$ cat config.mk
export PLATFORM = sky130hd
export DESIGN_NAME = rs232_rxd
export DESIGN_NICKNAME = d
export VERILOG_FILES = /design/src/rtl/rs232_pkg.sv /design/src/rtl/rs232_sync.sv /design/src/rtl/rs232_rxd.sv
export SDC_FILE = /design/constraint.sdc
export NUM_CORES = 1
export LEC_CHECK = 0
export CORE_ASPECT_RATIO = 0.7
export CORE_MARGIN = 4
export CORE_UTILIZATION = 55
export CTS_CLUSTER_SIZE = 12
export DETAILED_ROUTE_END_ITERATION = 16
export PLACE_DENSITY = 0.77
export SLEW_MARGIN = 30
export SYNTH_ARGS = -nofsm -noshare
export SYNTH_HDL_FRONTEND = slang
export SYNTH_SLANG_ARGS = --single-unit
$ cat constraint.sdc
create_clock -name Clock16x -period 2.07 [get_ports Clock16x]
set_input_delay 0.207 -clock Clock16x [delete_from_list [all_inputs] [get_ports Clock16x]]
set_output_delay 0.207 -clock Clock16x [all_outputs]
set_load 0.05 [all_outputs]
$ cat src/rtl/rs232_pkg.sv
// Shared RS232 definitions: receiver/transmitter state encoding and 16x oversampling tick positions.
package rs232_pkg;

    typedef enum logic [2:0] {
        stIdle  = 3'd0,
        stStart = 3'd1,
        stData  = 3'd2,
        stStop  = 3'd3,
        stWait  = 3'd4
    } rxState_t;

    localparam int OVERSAMPLE    = 16;
    localparam int SAMPLE_FIRST  = 7;
    localparam int SAMPLE_DECIDE = 9;
    localparam int TICK_LAST     = 15;

    function automatic logic majority3(input logic a, input logic b, input logic c);
        return (a & b) | (a & c) | (b & c);
    endfunction

endpackage

$ cat src/rtl/rs232_sync.sv
// Multi-flop synchronizer for the asynchronous serial line; resets to the idle (high) level.
module rs232_sync #(
    parameter int SYNC_STAGES = 2
) (
    input  logic Clock16x,
    input  logic Reset,
    input  logic Din,
    output logic Dout
);

    logic [SYNC_STAGES-1:0] sync_r;

    // Shift the raw line through the synchronizer chain
    always_ff @(posedge Clock16x or posedge Reset) begin
        if (Reset) begin
            sync_r <= '1;
        end else begin
            sync_r <= {sync_r[SYNC_STAGES-2:0], Din};
        end
    end

    assign Dout = sync_r[SYNC_STAGES-1];

endmodule

$ cat src/rtl/rs232_rxd.sv
// RS232 receiver: 16x oversampled, 3-sample majority vote per bit, registered byte/valid/framing outputs.
module rs232_rxd
    import rs232_pkg::*;
#(
    parameter int DATA_BITS   = 8,
    parameter int SYNC_STAGES = 2
) (
    input  logic                 Clock16x,
    input  logic                 Reset,
    input  logic                 Rxd,
    output logic [DATA_BITS-1:0] DataOut,
    output logic                 DataValid,
    output logic                 FramingError,
    output logic                 RxBusy
);

    localparam int BC_W = (DATA_BITS > 1) ? $clog2(DATA_BITS) : 1;

    rxState_t             state_r, stateNext_s;
    logic [3:0]           tickCnt_r, tickNext_s;
    logic [BC_W-1:0]      bitCnt_r, bitNext_s;
    logic [DATA_BITS-1:0] shreg_r, shregNext_s, dataNext_s;
    logic                 s7_r, s7Next_s, s8_r, s8Next_s;
    logic                 dvNext_s, feNext_s;
    logic                 rxs_s, sampleBit_s, atDecide_s, atLast_s;

    rs232_sync #(.SYNC_STAGES(SYNC_STAGES)) uSync (
        .Clock16x (Clock16x),
        .Reset    (Reset),
        .Din      (Rxd),
        .Dout     (rxs_s)
    );

    assign atDecide_s  = (tickCnt_r == 4'(SAMPLE_DECIDE));
    assign atLast_s    = (tickCnt_r == 4'(TICK_LAST));
    assign sampleBit_s = majority3(s7_r, s8_r, rxs_s);

    // Next-state and datapath decode; tick counter wraps 15->0 through 4-bit overflow
    always_comb begin
        stateNext_s = state_r;
        tickNext_s  = tickCnt_r + 4'd1;
        bitNext_s   = bitCnt_r;
        shregNext_s = shreg_r;
        dataNext_s  = DataOut;
        dvNext_s    = 1'b0;
        feNext_s    = 1'b0;
        if (tickCnt_r == 4'(SAMPLE_FIRST)) begin
            s7Next_s = rxs_s;
        end else begin
            s7Next_s = s7_r;
        end
        if (tickCnt_r == 4'(SAMPLE_FIRST + 1)) begin
            s8Next_s = rxs_s;
        end else begin
            s8Next_s = s8_r;
        end
        case (state_r)
            stIdle: begin
                tickNext_s = 4'd0;
                if (!rxs_s) begin
                    stateNext_s = stStart;
                end else begin
                    stateNext_s = stIdle;
                end
            end
            stStart: begin
                if (atDecide_s && sampleBit_s) begin
                    stateNext_s = stIdle;
                    tickNext_s  = 4'd0;
                end else if (atLast_s) begin
                    stateNext_s = stData;
                    bitNext_s   = '0;
                end else begin
                    stateNext_s = stStart;
                end
            end
            stData: begin
                if (atDecide_s) begin
                    shregNext_s = {sampleBit_s, shreg_r[DATA_BITS-1:1]};
                end else begin
                    shregNext_s = shreg_r;
                end
                if (atLast_s && (bitCnt_r == BC_W'(DATA_BITS - 1))) begin
                    stateNext_s = stStop;
                end else if (atLast_s) begin
                    bitNext_s = bitCnt_r + BC_W'(1);
                end else begin
                    bitNext_s = bitCnt_r;
                end
            end
            stStop: begin
                // Leave at mid-stop so a back-to-back start edge is not missed
                if (atDecide_s && sampleBit_s) begin
                    dataNext_s  = shreg_r;
                    dvNext_s    = 1'b1;
                    stateNext_s = stIdle;
                    tickNext_s  = 4'd0;
                end else if (atDecide_s) begin
                    feNext_s    = 1'b1;
                    stateNext_s = stWait;
                    tickNext_s  = 4'd0;
                end else begin
                    stateNext_s = stStop;
                end
            end
            stWait: begin
                tickNext_s = 4'd0;
                if (rxs_s) begin
                    stateNext_s = stIdle;
                end else begin
                    stateNext_s = stWait;
                end
            end
            default: begin
                stateNext_s = stIdle;
                tickNext_s  = 4'd0;
            end
        endcase
    end

    // State, datapath and registered outputs
    always_ff @(posedge Clock16x or posedge Reset) begin
        if (Reset) begin
            state_r      <= stIdle;
            tickCnt_r    <= 4'd0;
            bitCnt_r     <= '0;
            shreg_r      <= '0;
            s7_r         <= 1'b1;
            s8_r         <= 1'b1;
            DataOut      <= '0;
            DataValid    <= 1'b0;
            FramingError <= 1'b0;
            RxBusy       <= 1'b0;
        end else begin
            state_r      <= stateNext_s;
            tickCnt_r    <= tickNext_s;
            bitCnt_r     <= bitNext_s;
            shreg_r      <= shregNext_s;
            s7_r         <= s7Next_s;
            s8_r         <= s8Next_s;
            DataOut      <= dataNext_s;
            DataValid    <= dvNext_s;
            FramingError <= feNext_s;
            RxBusy       <= (stateNext_s != stIdle);
        end
    end

endmodule

==> impl_metrics.toml <==
[timing]
skew_ns = 0.00550
slew_viol_final = 0
max_freq_mhz = 555
min_period_ns = 1.80
worstMarginPinSlew_ns = 0.638
setup_violations = 0
setup_slack_ns = 0.267
rsz0062_at_grt = "no"
fin_crit_sh = 0.871
slew_headroom = 0.574
tns_ns = 0
hold_viol_final = 0

[floorplan]
start_util = 0.576
die_w_um = 68.9
die_h_um = 50.6
row_count = 15
boundaryPins = 14
core_um2 = 2480
dieArea_um2 = 3480

[clock_tree]
clock-root-buffer = "clkbuf_8"
clock_latency_ns = 0.28
cts_tree = "yes"
cts_max_path_buffers = 2
clock-sinks = 33
cts_resized = 0
h-tree-depth = 2
ctsHoldBuffers = 0
clkTransAtPathRegs_ns = 0.06
post-cts-setup-buffers = 0
numCtsBuffers = 5

[critical_path]
worst-setup-path-type = "flip-flop to flip-flop"
cp-start-kind = "flip-flop"
crit_slowest_cell = "dfrtp_1"
reg2regPathDepth = 5
path_cells = "ha_1, and3_1, a2111oi_1, a311o_1, or3_1"
regToRegEndpoint = "RxBusy"
cp_num_buf_inv = 0
path_delay_family = "simple AND/OR/NAND/NOR gates"
max_stage_delay_ns = 0.42
end_kind = "flip-flop"
cp.required_ns = 2.23
cp_max_fo = 5
worstReg2RegStart = "tickCnt_r[0]"
arrival_ns = 1.97
r2r_slack_ns = 0.27

[power_and_ir_drop]
power.share.switching = 0.299
vdd_drop_max_mv = 0.554
seq_power_share = 0.502
cellLeakagePower_nw = 0.823
switching_power_uw = 504
pwr-share-comb = 0.214
intPower_mw = 1.18
powerDensity_nw_per_um2 = 996
clock_power_share = 0.284

[placement]
gp_congestion = 0.812
dp_hpwl_mm = 1.79
dp_slack_ns = 0.290
port_buffers = 13

[route]
num_vias = 927
wl_met1_mm = 1.18
wl_per_cell_um = 15.1
drt-total-wl_mm = 2.46
drtIter0Drc = 56
vias_per_cell = 5.69
wl_met2_mm = 1.12
drc_errors = 0
wl_met3_um = 112
drt.antenna.violating_nets = 0
drtPass1Iterations = 5
top_layer_used = "met4"

[grt]
grt_overflow = 0
grt_max_degree = 20
gr-usage-all-layers = 0.173
grt_first_pass_wirelength_mm = 4.29
grt_pass1_vias = 932
grt_antenna_before_repair = 0

[logic_synthesis]
synth_top_family_by_area = "multiplexers"
synthArstFlopShare = 1.00
synth-seq-cells = 33
synth_xor_area_frac = 0.0123
synth.largest_area_cell = "dfrtp_1"
synth_edf_count = 0
synth_top_area_frac = 0.509
synth_nets = 118
yosysMostFrequentCell = "dfrtp_1"
yosysSeqAreaShare = 0.582
synth-compound-area-share = 0.0737
muxShareOfSynthArea = 0.142
synth-simple-area-share = 0.117
syn-instance-count = 110
syn_area_um2 = 1430
synth.top_cells.by_area = "dfrtp_1 51%, mux2_2 14%, dfstp_2 7.4%"
synth_adder_area_share = 0.0518
ys.flop_type = "dfrtp_1"
yosysUniqueCellTypes = 33
ys_warn_count = 0
ys_top_cells_by_count = "29 x dfrtp_1, 18 x mux2_2, 6 x nor3_1"
syn_area_per_cell_um2 = 13.0

[layout]
drive_above_1_share = 0.256
fin_nets = 136
diodes = 0
area_growth_pct = 18.8

[worst_hold_path]
worstHoldPathType = "input pin to async pin"

[job]
max-cap-violations = 0

[run_status]
outcome = "finished clean"
[cells in the final DEF, fill, tap and decap left out, drive strengths merged, types with 2 or more instances in the layout]
cell type,n
nor2,4
ha,5
nand2,5
nand2b,2
nand3b,3
o21ai,4
a21bo,2
clkdlybuf4s50,13
nor3,6
clkbuf,8
nor2b,2
dfrtp,29
mux2,18
inv,4
dfstp,4
nand4,2
[cell families after synthesis]
kind of cell / after synthesis
flip-flops: 33
AND/OR/NAND/NOR: 30
multiplexers: 18
AO/OA/AOI/OAI: 14
buffers and inverters: 7
adder cells (fa/ha/maj): 6
XOR/XNOR: 2
[sequential cells by signal, indices dropped and copies added, names as in the netlist]
signal / cells
DataOut: 8
DataValid: 1
FramingError: 1
RxBusy: 1
bitCnt_r: 3
s7_r: 1
s8_r: 1
shreg_r: 8
state_r: 3
tickCnt_r: 4
uSync.sync_r: 2
[worst register-to-register path: cells and delay by family (launching register included)]
family | cells | cell delay [ns]
DFF | 1 | 0.42
and+or+nand+nor | 2 | 0.59
AOI/OAI and AO/OA | 2 | 0.44
adders and majority gates | 1 | 0.23
[final cells by class]
cell class | count | area (um2)
Sequential cell | 33 | 831
Clock buffer | 8 | 90.1
Tap cell | 34 | 42.5
Inverter | 4 | 15.0
Multi-Input combinational cell | 70 | 566
Fill cell | 179 | 783
Timing Repair Buffer | 14 | 150
[how the worst max path moves through the flow]
stage,start,endpoint,slack (ns),cells after the start
2_1_floorplan,tickCnt_r[0],RxBusy,0.42,4
5_1_grt,tickCnt_r[0],RxBusy,0.16,5
3_3_place_gp,tickCnt_r[1],RxBusy,0.37,6
3_5_place_dp,tickCnt_r[0],RxBusy,0.29,5
6_report,tickCnt_r[0],RxBusy,0.27,5
4_1_cts,tickCnt_r[0],RxBusy,0.27,5
[stage by stage]
step	utilization	instance area, um2	cells	power [mW]	hold slack [ns]
final	0.684	1690	163	1.69	0.307
after global routing	0.684	1690	163	1.78	0.346
after CTS	0.684	1690	163	1.70	0.321
after detailed placement	0.647	1600	155	1.21	0.356
after global placement	0.647	1600	155	1.18	0.347
after floorplan	-	1430	110	1.12	0.211
[power by group through the flow]
stage               Clock, mW  Combinational [mW]  Sequential, mW
finish                  0.480               0.360           0.847
global route            0.521               0.403           0.857
CTS                     0.494               0.360           0.844
detailed placement          0               0.357           0.855
global placement            0               0.336           0.846
floorplan                   0               0.286           0.832
[routing by layer]
metal | vias to the layer above | track usage
met4 | 0 | 0.0841
met5 | - | 0
met2 | 20 | 0.256
li1 | 432 | -
met3 | 6 | 0.0626
met1 | 469 | 0.223
No activity file was read; power rests on OpenSTA's default activity.
